<file path="src/rtl/burst_rr_scheduler.sv">
// Burst-granular round-robin scheduler: one requester owns the sink for a whole burst.
// Optional stall timeout with error pulse: define BURST_RR_SCHEDULER_TIMEOUT_EN.
module burst_rr_scheduler #(
    parameter int NUM_REQ = 3,
    parameter int DW      = 8,
    parameter int LENW    = 4,
    parameter int TIMEOUT = 15,
    localparam int GW     = (NUM_REQ > 1) ? $clog2(NUM_REQ) : 1
) (
    input  logic                    clk,
    input  logic                    asrst,
    input  logic                    en,
    input  logic [NUM_REQ-1:0]      req_vld,
    input  logic [NUM_REQ*LENW-1:0] req_len,
    input  logic [NUM_REQ*DW-1:0]   req_data,
    output logic [NUM_REQ-1:0]      req_rdy,
    output logic                    m_vld,
    output logic [DW-1:0]           m_data,
    output logic                    m_last,
    input  logic                    m_rdy,
    output logic [GW-1:0]           grant_id,
    output logic                    busy,
    output logic                    err
);

    typedef enum logic {
        IDLE  = 1'b0,
        BURST = 1'b1
    } state_t;

    state_t          state_q;
    logic [LENW-1:0] cnt_q;
    logic [GW-1:0]   grant_q;
    logic [GW-1:0]   last_q;
    logic [GW-1:0]   pick_s;
    logic            found_s;
    logic            in_burst_s;
    logic            xfer_s;

`ifdef BURST_RR_SCHEDULER_TIMEOUT_EN
    localparam int SW = $clog2(TIMEOUT + 1);
    logic [SW-1:0] stall_q;
    logic          err_q;
`endif

    // Round-robin search starting just after the last winner
    always_comb begin
        int idx;
        found_s = 1'b0;
        pick_s  = '0;
        idx     = 0;
        for (int k = 1; k <= NUM_REQ; k++) begin
            idx = (int'(last_q) + k) % NUM_REQ;
            if (!found_s && req_vld[idx]) begin
                found_s = 1'b1;
                pick_s  = GW'(idx);
            end else begin
                found_s = found_s;
            end
        end
    end

    // Reset forces the sink-side and requester-side handshakes quiet immediately
    assign in_burst_s = (state_q == BURST) && !asrst;

    // Zero-latency steering of the granted requester onto the sink
    always_comb begin
        m_vld   = 1'b0;
        m_data  = '0;
        m_last  = 1'b0;
        req_rdy = '0;
        if (in_burst_s) begin
            m_vld            = req_vld[grant_q];
            m_data           = req_data[grant_q*DW +: DW];
            m_last           = req_vld[grant_q] && (cnt_q == '0);
            req_rdy[grant_q] = m_rdy;
        end else begin
            m_vld = 1'b0;
        end
    end

    assign xfer_s   = m_vld && m_rdy;
    assign busy     = in_burst_s;
    assign grant_id = grant_q;

`ifdef BURST_RR_SCHEDULER_TIMEOUT_EN
    assign err = err_q && !asrst;
`else
    assign err = 1'b0;
`endif

    // Arbitration / burst FSM
    always_ff @(posedge clk) begin
        if (asrst) begin
            state_q <= IDLE;
            cnt_q   <= '0;
            grant_q <= '0;
            last_q  <= GW'(NUM_REQ - 1);
`ifdef BURST_RR_SCHEDULER_TIMEOUT_EN
            stall_q <= '0;
            err_q   <= 1'b0;
`endif
        end else begin
`ifdef BURST_RR_SCHEDULER_TIMEOUT_EN
            err_q <= 1'b0;
`endif
            case (state_q)
                IDLE: begin
`ifdef BURST_RR_SCHEDULER_TIMEOUT_EN
                    stall_q <= '0;
`endif
                    if (en && found_s) begin
                        grant_q <= pick_s;
                        cnt_q   <= req_len[pick_s*LENW +: LENW];
                        state_q <= BURST;
                    end else begin
                        state_q <= IDLE;
                    end
                end
                BURST: begin
                    if (xfer_s) begin
`ifdef BURST_RR_SCHEDULER_TIMEOUT_EN
                        stall_q <= '0;
`endif
                        if (cnt_q == '0) begin
                            last_q  <= grant_q;
                            state_q <= IDLE;
                        end else begin
                            cnt_q <= cnt_q - 1'b1;
                        end
                    end
`ifdef BURST_RR_SCHEDULER_TIMEOUT_EN
                    // Any non-transfer cycle in BURST is a stall; the TIMEOUT-th one aborts
                    else if (stall_q == SW'(TIMEOUT - 1)) begin
                        stall_q <= '0;
                        err_q   <= 1'b1;
                        last_q  <= grant_q;
                        state_q <= IDLE;
                    end else begin
                        stall_q <= stall_q + 1'b1;
                    end
`else
                    else begin
                        state_q <= BURST;
                    end
`endif
                end
                default: begin
                    state_q <= IDLE;
                end
            endcase
        end
    end

endmodule

</file>
<file path="config.mk">
export PLATFORM = sky130hd
export DESIGN_NAME = burst_rr_scheduler
export DESIGN_NICKNAME = d
export VERILOG_FILES = /design/src/rtl/burst_rr_scheduler.sv
export SDC_FILE = /design/constraint.sdc
export NUM_CORES = 1
export LEC_CHECK = 0
export CORE_MARGIN = 3
export CORE_UTILIZATION = 41
export DETAILED_ROUTE_END_ITERATION = 16
export MAX_ROUTING_LAYER = met4
export PLACE_DENSITY = 0.81
export SLEW_MARGIN = 40
export SYNTH_ARGS = -nofsm -noshare
export SYNTH_HDL_FRONTEND = slang
export SYNTH_SLANG_ARGS = --single-unit
</file>
<file path="constraint.sdc">
create_clock -name clk -period 2.9 [get_ports clk]
set_input_delay 0.29 -clock clk [delete_from_list [all_inputs] [get_ports clk]]
set_output_delay 0.29 -clock clk [all_outputs]
set_load 0.03 [all_outputs]
</file>
# == Yosys cells after proc, flatten, opt, wreduce, memory -nomap -nowiden ==
# Index checks and enable logic that the tools add are counted.
# word_totals
ff_bits,9
word_cells,68
# op_classes
addsub,4
n_div,3
order_cmp,5
n_eq_ne,3
shifts,2
n_mux,31
n_bitwise,2
reduce_logical,14
# op_table
op,count
32-bit by 4-bit < comparator with 1-bit output (second input constant),3
32-bit by 3-bit modulo with 32-bit output (second input constant),3
24-bit by 6-bit variable part select with 8-bit output,1
1-bit 2-to-1 mux,16
4-bit 2-to-1 mux,3
12-bit by 5-bit variable part select with 4-bit output,1
1-bit binary-select mux with 2-bit select,4
8-bit 2-to-1 mux,1
4-bit one-hot mux with 2 select lines,1
1-bit logical AND,7
2-bit by 2-bit adder with 3-bit output (second input constant),2
2-bit 2-to-1 mux,3
3-bit AND reduction,2
4-bit logical NOT,1
2-bit != test (second input constant),2
4-bit by 1-bit subtractor with 4-bit output (second input constant),1
2-bit by 1-bit adder with 3-bit output (second input constant),1
3-bit AND,1
1-bit logical NOT,3
2-bit by 3-bit < comparator with 1-bit output (second input constant),1
3-bit 2-to-1 mux,1
1-bit demux with 2-bit select,1
2-bit by 1-bit greater-or-equal comparator with 1-bit output (second input constant),1
2-bit by 1-bit != test with 1-bit output (second input constant),1
other kinds (3),3

# == Logic depth before layout (Yosys ltp) ==
# Gate-level depths: netlist of the first run.
# logic_depth
word_depth,15
ltp_mapped,9
ltp_nobuf,8

# == Worst setup path before layout of the first run ==
# OpenSTA, ideal clock, no wires.
# synth_timing
path_type,register to register
startpoint,reg grant_q[1] (netlist: grant_id[1])
endpoint,reg state_q
t_arrival_ns,2.235
path_slack_ns,0.551
path_stages_with_launch,8
path_buffers,1
period_less_slack_ns,2.349
path_cell_list,dfxtp_1 -> nor2b_1 -> buf_4 -> a2bb2oi_2 -> nor3_1 -> nand2_1 -> a21oi_1 -> nor2_1
# synth_via
elab_chain_cells,6
# synth_lines
element,line_no,text
from (decl),33,logic [GW-1:0] grant_q;
from (signal assigned),113,grant_q <= pick_s;
1-bit binary-select mux with 2-bit select,73,m_vld = req_vld[grant_q];
1-bit 2-to-1 mux (not written as such),73,
1-bit 2-to-1 mux,72,if (in_burst_s) begin
1-bit logical AND,82,assign xfer_s = m_vld && m_rdy;
1-bit 2-to-1 mux,121,if (xfer_s) begin
1-bit one-hot mux with 2 select lines,107,case (state_q)
to (signal assigned),115,state_q <= BURST;
to (signal assigned),117,state_q <= IDLE;
to (signal assigned),127,state_q <= IDLE;
to (decl),31,state_t state_q;
# Every way passes these cells. The select of a mux whose other input is x is not followed.
# A chain may end at the register's enable or synchronous reset.

# == Worst setup path after layout of the first run ==
# layout_timing
startpoint,reg state_q
endpoint,out req_rdy[1]
# layout_via
elab_chain_cells,2
# layout_lines
element,line_no,text
from (signal assigned),95,state_q <= IDLE;
from (signal assigned),115,
from (signal assigned),117,
1-bit logical AND,64,assign in_burst_s = (state_q == BURST) && !asrst;
3-bit 2-to-1 mux,72,
to (decl),16,"output logic [NUM_REQ-1:0] req_rdy,"
# Every way passes these cells.

==> summary.md, run 1 <==
| Metric | Value |
|---|---|
| Status | finished clean |
| Worst-Skew Late Latency | 0.27 ns |
| Routed Antenna Nets | 0 |
| Seq cells post-synth | 9 |
| Initial antenna violation count | 0 |
| Sequential-to-total area share from yosys stat | 0.1480 |
| Hold buffer count at CTS | 0 |
| Fraction of registers with async set or reset after synthesis | 0 |
| Worst VDD drop | 0.2518 mV |
| Worst EP required | 2.61 ns |
| Row count | 19 |
| Clock buffer depth | 2 |
| Share of layout cells above drive strength 1 | 0.1121 |
| TritonCTS buffer count | 3 |
| Endpoints failing setup | 0 |
| Area grow syn2layout | 49.95% |
| Final setup skew | 0.006898 ns |
| Top FF cell, synth | dfxtp_1 |
| IO Port Bufs | 58 |
| Power density over cell area | 293.9 nW/µm² |
| Tot Pwr | 0.0005364 W |
| Max_cap viols | 0 |
| Gr ovfl total | 0 |
| Synthesized net count | 206 |
| YS warnings | 0 |
| Synth unique cells | 52 |
| Clock transition at the registers of the reported paths | 0.06 ns |
| Core box area | 2781 µm² |
| Total track usage | 0.2231 |
| 1st-iter DRT viols | 56 |
| Gpl congestion | 0.8991 |
| Final Cycle Share | 0.8949 |
| Largest stage delay, worst path | 0.70 ns |
| Synth Instances | 158 |
| Avg Vias per Cell | 5.437 |
| CTS resizes | 0 |
| Cells along the critical path | nand2b_1, clkinv_1, nand2_1, nor3b_1, clkdlybuf4s50_1 |
| Leakage | 0.7132 nW |
| Global-route wire length before repair | 6099 µm |
| Die H | 60.49 µm |
| DR WL/cell | 15.32 µm |
| Unrepaired setup endpoints after global routing | false |
| Routed WL | 3753 µm |
| Final Hold Fails | 0 |
| Diode count | 0 |
| Final nets | 263 |
| CP Max Fanout | 11 |
| Critical Path End Type | primary output |
| Starting Density | 0.4377 |
| 1st-pass router iterations | 4 |
| Total negative slack | 0 ns |
| TritonCTS clock tree | yes |
| Hold crit path type | flop to flop |
| Setup bufs post-CTS | 0 |
| EDFF count, synth | 0 |
| Worst Path Buf+Inv | 2 |
| Crit start category | flop |
| Die Wd | 60.49 µm |
| # DRC | 0 |
| Final min period | 2.595 ns |
| Delay-heaviest family, CP | buffers and inverters |
| Largest net degree at the start of global routing | 12 |
| Pins Over Slew Limit | 0 |
| CTS root buf | clkbuf_4 |
| DP Wirelength | 3071 µm |
| Vias in the first global route | 1336 |
| Worst path slowest cell | clkdlybuf4s50_1 |
| TritonCTS Sinks | 9 |
| Die area | 3659 µm² |
| Min Hold Slack | 0.5176 ns |
| Io pins | 60 |
| Post-Syn Area per Cell | 7.705 µm² |
| Achievable Freq | 385.3 MHz |
| Kind of critical path | flop to primary output |
| Via count | 1332 |
| Area of the mapped netlist | 1217 µm² |
| CP arrival | 2.31 ns |
| CTS H-tree lvls | 1 |
-- path summary, 6_finish.rpt --
check,from,cells after the start,slack [ns],end
max,state_q$_SDFF_PP0_,5,0.30,req_rdy[1]
min,last_q[0]$_SDFFE_PP0P_,2,0.52,last_q[0]$_SDFFE_PP0P_
max reg2reg,last_q[1]$_SDFFE_PP1P_,8,0.39,cnt_q[3]$_SDFFE_PP0P_
min reg2reg,last_q[0]$_SDFFE_PP0P_,2,0.52,last_q[0]$_SDFFE_PP0P_
-- worst register-to-register path: stages (launching register included) --
cell and delay, ns:
dfxtp_1 0.35, inv_1 0.09, ha_1 0.40, mux2i_1 0.31, and2b_1 0.20, o22ai_4 0.09, a21oi_2 0.35, mux2_4 0.35
a2111oi_2 0.28
-- sequential cells by signal (all words and copies together), names as in the netlist --
register	flops
state_q	1
grant_id	2
last_q	2
cnt_q	4
-- layer usage --
metal / share of wire / wire length, µm / track usage / up-vias
li1: - / - / - / 682
met1: 0.43 / 1613 / 0.2852 / 612
met2: 0.52 / 1962 / 0.3688 / 32
met3: 0.033 / 125 / 0.02766 / 6
met4: 0.014 / 51 / 0.06502 / 0
met5: 0 / 0 / - / -
-- layout make-up --
| class | count | area, µm² |
|---|---|---|
| clock buffers | 4 | 26.28 |
| flip-flops and latches | 9 | 180.2 |
| fillers | 250 | 955.9 |
| repair buffers | 63 | 618.1 |
| inverters | 7 | 26.28 |
| well taps | 31 | 38.79 |
| multi-input cells | 131 | 935.9 |
-- cells in the final DEF (no fill, tap or decap), types with 4 or more instances in the layout --
cell / count
clkdlybuf4s50_1: 58
nor2_1: 28
mux2i_1: 13
a21oi_1: 12
nand2_1: 12
dfxtp_1: 9
nor3_1: 7
inv_1: 6
ha_1: 5
buf_4: 5
nor3b_1: 4
-- cells by family (layout without fill, tap and decap cells) --
logic type	Yosys count	in the layout	share of synthesized area
buffers and inverters	18	74	0.08323
other	1	1	0.003080
AND/OR/NAND/NOR	74	74	0.3217
AO/OA/AOI/OAI	37	37	0.2734
multiplexers	14	14	0.1192
adder cells (fa/ha/maj)	5	5	0.05139
flip-flops	9	9	0.1480
-- Yosys cell counts (all sizes together), types with 2 or more instances --
master | instances | share of area
mux2i | 13 | 0.11
a21oi | 14 | 0.064
nor2b | 3 | 0.015
a31oi | 2 | 0.010
ha | 5 | 0.051
clkbuf | 4 | 0.013
inv | 6 | 0.018
a2bb2oi | 2 | 0.034
nand2 | 12 | 0.037
and3 | 3 | 0.020
and2b | 2 | 0.012
o32ai | 2 | 0.021
nand2b | 3 | 0.015
nor3 | 7 | 0.029
nor4 | 2 | 0.010
buf | 7 | 0.048
dfxtp | 9 | 0.15
o31ai | 3 | 0.018
a2111oi | 3 | 0.033
nand3 | 2 | 0.0082
nor2 | 28 | 0.086
nor3b | 6 | 0.050
-- metrics by stage --
stage,setup slack [ns],utilization,std cells,cell area (µm²)
after floorplan,0.5510,-,158,1217
after global placement,0.3736,0.6469,241,1799
after detailed placement,0.2965,0.6469,241,1799
after CTS,0.3025,0.6563,245,1826
after global routing,0.09797,0.6563,245,1826
final,0.3046,0.6563,245,1826
-- report_power, final --
| group | internal (W) | switching, W | leakage (nW) |
|---|---|---|---|
| Sequential | 0.000136 | 0.0000182 | 0.0741 |
| Clock | 0.0000531 | 0.0000446 | 0.0150 |
| Combinational | 0.000150 | 0.000134 | 0.624 |
Note: power is estimated with default switching activity, not from simulation.
==> run 2: changes to the inputs <==
--- a/config.mk
+++ b/config.mk
@@ -8,8 +8,10 @@
 export CORE_MARGIN = 3
 export CORE_UTILIZATION = 41
 export DETAILED_ROUTE_END_ITERATION = 16
+export GPL_TIMING_DRIVEN = 0
 export MAX_ROUTING_LAYER = met4
 export PLACE_DENSITY = 0.81
+export SKIP_LAST_GASP = 1
 export SLEW_MARGIN = 40
 export SYNTH_ARGS = -nofsm -noshare
 export SYNTH_HDL_FRONTEND = slang
==> run 2 against run 1 <==
Net effect:
- hold slack worse by 0.30 ns
- critical path depth up 2
- clock skew down 0.0015 ns
- critical path type unchanged
- flip-flop and latch count unchanged
- clock power up 2.3%
- cell area up 0.96%
- sequential power down 3%
- utilization up 0.63 points
- sequential share of layout area down 0.094 points
- setup slack worse by 0.084 ns
- non-clock buffer count up 4
==> summary.md, run 2 (synthesis results as in run 1) <==
| Metric | Value |
|---|---|
| Status | finished clean |
| Non-Filler Instances | 249 (+1.6%) |
| IO Port Bufs | 56 (-3.4%) |
| Total negative slack | 0 ns (unchanged) |
| Worst-Skew Late Latency | 0.27 ns (about the same) |
| Clock buffer depth | 2 (unchanged) |
| Die area | 3659 µm² (unchanged) |
| Power density over cell area | 290.4 nW/µm² (-1.2%) |
| Kind of critical path | flop to primary output |
| Routed WL | 3628 µm (-3.3%) |
| Gr ovfl total | 0 (unchanged) |
| Fill count | 239 (-4.4%) |
| Sequential cell area | 180.2 µm² (unchanged) |
| Max_cap viols | 0 (unchanged) |
| Gpl congestion | 0.9466 (+5.3%) |
| Max_slew headroom | 0.6018 |
| TritonCTS buffer count | 3 (unchanged) |
| Multi-input logic area | 935.9 µm² (unchanged) |
| DR WL/cell | 14.57 µm (-4.9%) |
| Via count | 1335 (+0.23%) |
| Most common cell after layout, fill and taps aside | clkdlybuf4s50_1 |
| CTS resizes | 0 (unchanged) |
| Die H | 60.49 µm (unchanged) |
| Achievable Freq | 373.2 MHz (-3.2%) |
| Tot Pwr | 0.0005352 W (-0.22%) |
| CP arrival | 2.39 ns (+0.08 ns) |
| Hold crit path type | input pin to flop |
| Final Hold Fails | 0 (unchanged) |
| Vias in the first global route | 1346 (+0.75%) |
| Total track usage | 0.2181 (-0.005046) |
| Leakage | 0.7259 nW (+1.8%) |
| Worst-margin pin slew | 0.5972 ns |
| Routed Antenna Nets | 0 (unchanged) |
| Logic pwr share | 0.534 (+0.004) |
| Endpoints failing setup | 0 (unchanged) |
| Largest net degree at the start of global routing | 11 (-1) |
| CTS root buf | clkbuf_4 |
| Pins Over Slew Limit | 0 (unchanged) |
| 1st-iter DRT viols | 77 (+38%) |
| Largest Register | cnt_q |
| Post-Place Cells | 245 (+1.7%) |
| TritonCTS clock tree | yes |
| Initial antenna violation count | 0 (unchanged) |
| Unrepaired setup endpoints after global routing | false |
| # DRC | 0 (unchanged) |
| Crit start category | flop |
| DP Wirelength | 2913 µm (-5.1%) |
| Core box area | 2781 µm² (unchanged) |
| Avg Vias per Cell | 5.361 (-1.4%) |
| Die Wd | 60.49 µm (unchanged) |
| Switching share of power | 0.3705 (+0.002784) |
| Most frequent cells in the layout | clkdlybuf4s50_1 (56), nor2_1 (28), mux2i_1 (13) |
| Min Hold Slack | 0.2165 ns (-0.3010 ns) |
| Sequential power share | 0.279 (-0.008) |
| Pint | 0.0003369 W (-0.66%) |
| Setup bufs post-CTS | 0 (unchanged) |
| Critical Path End Type | primary output |
| Final nets | 267 (+1.5%) |
| Io pins | 60 (unchanged) |
| Hold buffer count at CTS | 0 (unchanged) |
| CP Max Fanout | 10 (-1) |
| Diode count | 0 (unchanged) |
| TritonCTS Sinks | 9 (unchanged) |
| Final setup skew | 0.005388 ns (-0.001510 ns) |
| Row count | 19 (unchanged) |
| Share of layout cells above drive strength 1 | 0.1239 (+0.01170) |
| Clock share of power | 0.187 (+0.005) |
| Global-route wire length before repair | 5996 µm (-1.7%) |
| 1st-pass router iterations | 4 (unchanged) |
| CTS H-tree lvls | 1 (unchanged) |
| Starting Density | 0.4377 (unchanged) |
| Final Cycle Share | 0.9241 (+0.02911) |
| Worst VDD drop | 0.2437 mV (-3.2%) |
| Final min period | 2.680 ns (+0.08442 ns) |
| Switching power | 0.0001983 W (+0.54%) |
| Clock transition at the registers of the reported paths | 0.06 ns (about the same) |
| Worst EP required | 2.61 ns (about the same) |
| Area grow syn2layout | 51.39% |
| Max FFs per register | 4 (unchanged) |
run 2: cell type report:
class                      instances  share of cell area
multi-input combinational        131              0.5078
timing repair buffer              56              0.3041
sequential                         9             0.09776
buffer                            11             0.04073
tap                               31             0.02105
clock buffer                       4             0.01426
inverter                           7             0.01426
run 2: critical path, stage by stage (launching register included):
cell             delay [ns]
dfxtp_1                0.32
buf_2                  0.17
clkbuf_1               0.49
mux2i_1                0.31
nor2_1                 0.06
a21oi_1                0.12
nor2_1                 0.05
clkdlybuf4s50_1        0.61
run 2: routing by layer:
layer	track usage	vias to the layer above	wire length (µm)
met5	-	-	0
met3	0.02766	7	138
met2	0.3580	34	1875
met1	0.2797	606	1554
li1	-	688	-
met4	0.06502	0	59
run 2: final timing paths:
kind                                               start                      to  depth (start not counted)  slack (ns)
worst max-delay path            grant_id[0]$_SDFFE_PP0P_               m_data[6]                          7        0.22
worst min register to register    last_q[0]$_SDFFE_PP0P_  last_q[0]$_SDFFE_PP0P_                          2        0.52
worst min-delay path                               asrst   cnt_q[3]$_SDFFE_PP0P_                          2        0.22
worst max register to register    last_q[0]$_SDFFE_PP0P_   cnt_q[3]$_SDFFE_PP0P_                          9        0.45
run 2: power groups by stage:
stage	Combinational (W)	Clock, W	Sequential, W
floorplan	0.000173	0	0.000152
global placement	0.000276	0	0.000151
detailed placement	0.000284	0	0.000151
CTS	0.000287	0.0000991	0.000149
global route	0.000311	0.000106	0.000151
finish	0.000286	0.0000999	0.000149
run 2: through the flow:
step	utilization	area, µm²	worst slack, ns
5_1_grt	0.6626	1843	0.04183
2_1_floorplan	-	1217	0.5510
6_report	0.6626	1843	0.2202
3_3_place_gp	0.6532	1817	0.3181
4_1_cts	0.6626	1843	0.2203
3_5_place_dp	0.6532	1817	0.2938
==> run 3: changes to the inputs <==
--- a/config.mk
+++ b/config.mk
@@ -5,12 +5,13 @@
 export SDC_FILE = /design/constraint.sdc
 export NUM_CORES = 1
 export LEC_CHECK = 0
+export ABC_AREA = 0
 export CORE_MARGIN = 3
-export CORE_UTILIZATION = 41
+export CORE_UTILIZATION = 37
 export DETAILED_ROUTE_END_ITERATION = 16
 export GPL_TIMING_DRIVEN = 0
 export MAX_ROUTING_LAYER = met4
-export PLACE_DENSITY = 0.81
+export PLACE_DENSITY = 0.77
 export SKIP_LAST_GASP = 1
 export SLEW_MARGIN = 40
 export SYNTH_ARGS = -nofsm -noshare
==> constraint.sdc (replaced) <==
create_clock -name clk -period 2.2 [get_ports clk]
set_input_delay 0.22 -clock clk [delete_from_list [all_inputs] [get_ports clk]]
set_output_delay 0.22 -clock clk [all_outputs]
set_load 0.03 [all_outputs]
==> run 3 against run 2 <==
Net effect:
- first-iteration DRC count fell by 30%
- combinational power is 44% higher
- clock power is 29% higher
- register-to-register slack worse by 0.36 ns
- wire length decreased by 2.0%
==> summary.md, run 3 (synthesis results as in run 1) <==
| Metric | Value |
|---|---|
| Die Wd | 63.36 µm (+4.7%) |
| Switching power | 0.0002730 W (+38%) |
| Worst path slowest cell | or3b_1 |
| TritonCTS Sinks | 9 (unchanged) |
| Final instance area | 2037 µm² (+11%) |
| Min Hold Slack | 0.1615 ns (-0.05506 ns) |
| CTS H-tree lvls | 1 (unchanged) |
| Critical Path End Type | flop |
| Power density over cell area | 361.1 nW/µm² (+24%) |
| Avg Vias per Cell | 5.149 (-4.0%) |
| Achievable Freq | 473.1 MHz |
| Status | finished clean |
| Io pins | 60 (unchanged) |
| Clock transition at the registers of the reported paths | 0.06 ns (about the same) |
| TritonCTS buffer count | 3 (unchanged) |
| Switching share of power | 0.3712 (+0.0007622) |
| Clock share of power | 0.175 (-0.012) |
| Most common cell after layout, fill and taps aside | clkdlybuf4s50_1 |
| Vias in the first global route | 1330 (-1.2%) |
| Die H | 63.36 µm (+4.7%) |
| Max FFs per register | 4 (unchanged) |
| Logic pwr share | 0.560 (+0.026) |
| Initial antenna violation count | 0 (unchanged) |
| Endpoints failing setup | 0 (unchanged) |
| Worst EP required | 2.39 ns (-0.22 ns) |
| Largest net degree at the start of global routing | 11 (unchanged) |
| Dpl cell area | 1838 µm² (+1.2%) |
| Sequential power share | 0.265 (-0.014) |
| Final Hold Fails | 0 (unchanged) |
| IO Port Bufs | 56 (unchanged) |
| Final Cycle Share | 0.9608 |
| Via count | 1385 (+3.7%) |
| Global-route wire length before repair | 5554 µm (-7.4%) |
| 1st-iter DRT viols | 54 (-30%) |
| 1st-pass router iterations | 4 (unchanged) |
| Gpl congestion | 0.9187 (-2.9%) |
| TritonCTS clock tree | yes |
| Worst Path Buf+Inv | 2 (-1) |
| Worst-Skew Late Latency | 0.26 ns (about the same) |
| Row count | 20 (+1) |
| Worst VDD drop | 0.3042 mV (+25%) |
| Cells along the critical path | inv_2, ha_4, buf_6, or3b_1, a21oi_2, o221a_4, nor4_1, a211o_1, a21oi_1 |
| Most frequent cells in the layout | clkdlybuf4s50_1 (44), nor2_1 (28), a21oi_1 (12), nand2_1 (12), mux2i_1 (10) |
| Final min period | 2.114 ns |
| Share of layout cells above drive strength 1 | 0.2267 (+0.1028) |
| # DRC | 0 (unchanged) |
| Kind of critical path | flop to flop |
| Final nets | 274 (+2.6%) |
| CP Max Fanout | 8 (-2) |
| Delay-heaviest family, CP | compound AO/OA/AOI/OAI gates |
| DP Wirelength | 2585 µm (-11%) |
| CTS root buf | clkbuf_4 |
| Routed Antenna Nets | 0 (unchanged) |
| Starting Density | 0.3923 (-0.04536) |
| Die area | 4014 µm² (+9.7%) |
| Hold buffer count at CTS | 0 (unchanged) |
| Utilization after layout | 0.6565 (-0.006166) |
| Pint | 0.0004624 W (+37%) |
| Total negative slack | 0 ns (unchanged) |
| DR WL/cell | 13.22 µm (-9.3%) |
| Max_cap viols | 0 (unchanged) |
| Largest Register | cnt_q |
| Total track usage | 0.1698 (-0.04824) |
| Pins Over Slew Limit | 0 (unchanged) |
| Routed WL | 3556 µm (-2.0%) |
| Tot Pwr | 0.0007355 W (+37%) |
| Unrepaired setup endpoints after global routing | true |
| Diode count | 0 (unchanged) |
| Core box area | 3103 µm² (+12%) |
| Final setup skew | 0.0003806 ns (-0.005008 ns) |
| Crit start category | flop |
| Area grow syn2layout | 67.32% |
| Gr ovfl total | 0 (unchanged) |
| Hold crit path type | input pin to flop |
| Leakage | 0.8852 nW (+22%) |
| Largest stage delay, worst path | 0.37 ns (-0.24 ns) |
| CP arrival | 2.30 ns (-0.09 ns) |
| Clock buffer depth | 2 (unchanged) |
run 3: cell count changes in the layout (fill, tap and decap cells not counted), sizes merged:
cell           previous run  this run
clkbuf                    8         9
dlymetal6s2s              0         5
buf                       7        15
dlygate4sd2               0         5
clkdlybuf4s50            56        44
run 3: worst reg2reg max path, cell delays in order (launching register included):
cell,delay [ns]
dfxtp_4,0.36
inv_2,0.08
ha_4,0.13
buf_6,0.13
or3b_1,0.37
a21oi_2,0.18
o221a_4,0.28
nor4_1,0.07
a211o_1,0.30
a21oi_1,0.15
run 3: area by class of cell:
cell class                 count  area [µm²]
fill                         284        1066
buffer                        10       73.82
clock buffer                   4       26.28
inverter                       7       26.28
multi-input combinational    131        1047
timing repair buffer          64       620.6
tap                           44       55.05
sequential                     9       187.7
run 3: layer usage:
layer,track usage,up-vias,share of wire,wire length (µm)
li1,-,706,-,-
met1,0.1985,638,0.44,1573
met2,0.3012,39,0.50,1789
met3,0.04100,2,0.051,180
met4,0.02156,0,0.0034,12
met5,-,-,0,0
run 3: final timing paths:
check,from,endpoint,slack [ns],cells past startpoint
worst min register to register,last_q[0]$_SDFFE_PP0P_,last_q[0]$_SDFFE_PP0P_,0.51,2
worst max-delay path,last_q[0]$_SDFFE_PP0P_,cnt_q[0]$_SDFFE_PP0P_,0.09,9
worst max register to register,last_q[0]$_SDFFE_PP0P_,cnt_q[0]$_SDFFE_PP0P_,0.09,9
worst min-delay path,asrst,last_q[0]$_SDFFE_PP0P_,0.16,2
run 3: what timing repair did:
| action | 4_1_cts | 5_1_grt |
|---|---|---|
| endpoints found under the setup margin | 13 | 11 |
| gates resized for setup | 16 | 26 |
| pin swaps | 2 | 8 |
| buffers inserted | 2 | 6 |
run 3: per-stage QoR:
step / worst slack [ns] / std cells
after floorplan: 0.009657 / 158
after global placement: -0.2228 / 258
after detailed placement: -0.2791 / 258
after CTS: -0.09133 / 264
after global routing: -0.02445 / 269
final: 0.08621 / 269
run 3: power by group through the flow:
stage | logic [W] | clock network, W | registers [W]
final | 0.000412 | 0.000129 | 0.000195
after global routing | 0.000449 | 0.000139 | 0.000197
after CTS | 0.000386 | 0.000133 | 0.000197
after detailed placement | 0.000370 | 0 | 0.000199
after global placement | 0.000369 | 0 | 0.000199
after floorplan | 0.000230 | 0 | 0.000201
==> RTL change 1, RTL diff (settings of run 1) <==
Make the reset (`asrst`) asynchronous in one clocked block.
--- a/src/rtl/burst_rr_scheduler.sv
+++ b/src/rtl/burst_rr_scheduler.sv
@@ -92,3 +92,3 @@
     // Arbitration / burst FSM
-    always_ff @(posedge clk) begin
+    always_ff @(posedge clk or posedge asrst) begin
         if (asrst) begin
Behaviour: differs if asrst is asserted again (counterexample within 4 cycles, from zero or initial values and one cycle with asrst high); with asrst held inactive, the same outputs for 4 cycles.
==> RTL change 1 against run 1 <==
Sequential cell count unchanged; via count decreased by 0.45%; fmax down 4.8%; area after synthesis is 5.5% lower; sequential share of layout area up 2.8 points; synthesized cell count decreased by 4.4%; hold slack got worse by 0.16 ns; global-route usage decreased by 0.83 points; routed wire length shrank 3.0%; core utilization rose by 3.8 points; final area shrank 2.3%; setup slack lost 0.13 ns.
Power is not compared: it rests on default switching activity, and its combinational part moved more than twofold at a synthesized area within 25%.
==> RTL change 1: results (changes against run 1) <==
| Metric | Value |
|---|---|
| Post-synth top cells | `nor2_1, mux2i_1, inv_1` |
| M2 GR Usage | `36.3% (-0.61 points)` |
| Dpl cells | `238 (-1.2%)` |
| Post-Route Skew | `0.00180 ns (-0.00510 ns)` |
| HP Class | `in2async` |
| Via count | `1,326 (-0.45%)` |
| Placed inst area | `0.00176 sq mm (-2.4%)` |
| Routed length on met1 | `1540 um (-4.5%)` |
| Ys flop type | `dfrtp_1` |
| Place WS | `0.256 ns (-0.0403 ns)` |
| Post-synthesis compound-gate area fraction | `23.9% (-3.4 points)` |
| Nets | `261 (-0.76%)` |
| WL met2 | `1890 um (-3.7%)` |
| Post-DP HPWL | `3010 um (-2.1%)` |
| Clock Root Buffer | `clkbuf_4` |
| Routed wl met3 | `134 um (+7.2%)` |
| Synth top area cells | `dfrtp_1, mux2i_1, nor2_1` |
| Post-synthesis mux area share | `14.1% (+2.2 points)` |
| Share of flip-flops with an asynchronous set or reset | `100% (+100 points)` |
| Iter 0 DRT Violations | `56 (unchanged)` |
| Crit path DAT | `2.44 ns (+0.13 ns)` |
| Sequential share of the synthesized area | `19.7% (+4.9 points)` |
| Post-Syn Instances | `151 (-4.4%)` |
| Run status | `finished clean` |
| Largest net degree at the start of global routing | `18 (+6)` |
| Global-route wire length before repair | `5670 um (-7.0%)` |
| Critical-path maximum fanout | `17 (+6)` |
| Layout cells sized above 1 | `8.02% (-3.2 points)` |
| Met3 usage | `4.39% (+1.6 points)` |
| Family with the most delay on the worst path | `buffers and inverters` |
| Via density | `5.48 (+0.78%)` |
| CTS buffer count | `3 (unchanged)` |
| GRT Total Usage | `21.5% (-0.83 points)` |
| Routability cong. | `0.848 (-5.7%)` |
| Fillers | `222 (-11%)` |
| Crit path largest cell delay | `0.68 ns (-0.02 ns)` |
| Total Wirelength | `3640 um (-3.0%)` |
| Distinct cells, synth | `45 (-13%)` |
| Synth Net Count | `199 (-3.4%)` |
| Adder and majority gate portion of the synthesized area | `5.44% (+0.30 points)` |
RTL change 1: cell types whose count changed in the layout (fill, tap and decap cells not counted), sizes merged, moves of 3 or more:
| cell | delta |
|---|---|
| nand2 | -4 |
| o21ai | +12 |
| nor3b | -5 |
| dfxtp | -9 |
| a2111oi | -3 |
| nor2 | -5 |
| a21oi | -5 |
| nand3 | +3 |
| inv | +4 |
| dfrtp | +8 |
RTL change 1: cell type report:
cell class	instances	area, sq um	area share [%]
clock buffers	4	26.3	1.47
inverters	10	37.5	2.11
repair buffers	64	626	35.1
multi-input cells	125	830	46.5
flip-flops and latches	9	226	12.7
well taps	30	37.5	2.11
RTL change 1: path summary, 6_finish.rpt:
path,start,end,slack (ns),depth (start not counted)
max reg2reg,last_q[1],cnt_q[1],0.59,7
min,asrst,last_q[0],0.36,3
min in group clk,last_q[1],last_q[1],0.51,2
min reg2reg,last_q[1],last_q[1],0.51,2
max in group asynchronous,asrst,last_q[1],2.33,3
max,grant_id[0],m_data[3],0.17,4
==> RTL change 2, RTL diff (config.mk and constraints of run 1) <==
Without the edit above. The option `BURST_RR_SCHEDULER_TIMEOUT_EN` is turned on by a define.
--- a/src/rtl/burst_rr_scheduler.sv
+++ b/src/rtl/burst_rr_scheduler.sv
@@ -2,2 +2,4 @@
 // Optional stall timeout with error pulse: define BURST_RR_SCHEDULER_TIMEOUT_EN.
+`define BURST_RR_SCHEDULER_TIMEOUT_EN
+
 module burst_rr_scheduler #(
Formal check against the unedited RTL: same outputs for any inputs over 4 cycles, from zero or initial values and one cycle with asrst high; that may be too few to reach the edited logic, so the function may still have changed.
==> RTL change 2 against run 1 <==
Via count increased by 16%; highest routed layer unchanged; final area increased by 9.3%; area after synthesis increased by 8.6%; critical path depth decreased by 1; sequential power increased by 44%; routed wire length increased by 0.59%; setup slack got worse by 0.040 ns; sequential cell count increased by 5; power increased by 13%; critical path type unchanged.
==> RTL change 2: results (changes against run 1) <==
| Metric | Value |
|---|---|
| Run status | `finished clean` |
| Logic inverters | `10 (+3)` |
| Via count | `1,545 (+16%)` |
| CP startpoint | `grant_id[1]` |
| GRT Total Usage | `20.4% (-1.9 points)` |
| Clock-cell share | `1.82% (+0.38 points)` |
| Worst Hold Margin | `0.524 ns (+0.00604 ns)` |
| WHS Endpoint | `cnt_q[0]` |
| Post-Syn Instances | `180 (+14%)` |
| Post-synthesis average cell area | `7.35 sq um (-4.6%)` |
| Area of the multi-input gates | `953 sq um (+1.9%)` |
| R2r startpoint | `last_q[0]` |
| Period utilization | `90.9% (+1.4 points)` |
| Routability cong. | `0.850 (-5.5%)` |
| Multi-input gate count | `146 (+11%)` |
| Total Wirelength | `3780 um (+0.59%)` |
| Maximum VDD drop | `196 uV (-22%)` |
| Endpoint of the lowest-slack register-to-register path | `cnt_q[1]` |
| Distinct cells, synth | `45 (-13%)` |
| Layout cells sized above 1 | `5.44% (-5.8 points)` |
| Critical-path maximum fanout | `14 (+3)` |
| Family with the most delay on the worst path | `flip-flops` |
| Finished Layout Cells | `281 (+15%)` |
| Fillers | `259 (+3.6%)` |
| Synth Net Count | `231 (+12%)` |
| Vias in the first global route | `1,405 (+5.2%)` |
| Non-clock buffer count | `65 (+3.2%)` |
| Pwr dens | `305 mW/mm^2 (+3.6%)` |
-- RTL change 2: cell families after synthesis --
group	count (synthesis)	share of synthesized area, %
compound gates	46	24.1
xor+xnor	2	1.32
fa+ha+maj	8	7.57
buf+inv	20	6.72
flops	14	21.2
mux	14	10.6
simple gates	76	28.5
-- RTL change 2: per-layer routing --
layer / share of wire, % / vias to the layer above / global-route usage [%]
met4: 0.98 / 0 / 4.68
met5: 0 / - / -
met2: 45 / 80 / 31.7
li1: - / 768 / -
met1: 45 / 693 / 26.1
met3: 9.2 / 4 / 5.94
-- RTL change 2: power groups by stage --
stage / logic, mW / registers, mW / clock network (mW)
2_1_floorplan: 0.135 / 0.219 / 0
3_3_place_gp: 0.238 / 0.226 / 0
3_5_place_dp: 0.241 / 0.226 / 0
4_1_cts: 0.243 / 0.221 / 0.143
5_1_grt: 0.267 / 0.225 / 0.152
6_report: 0.244 / 0.222 / 0.142
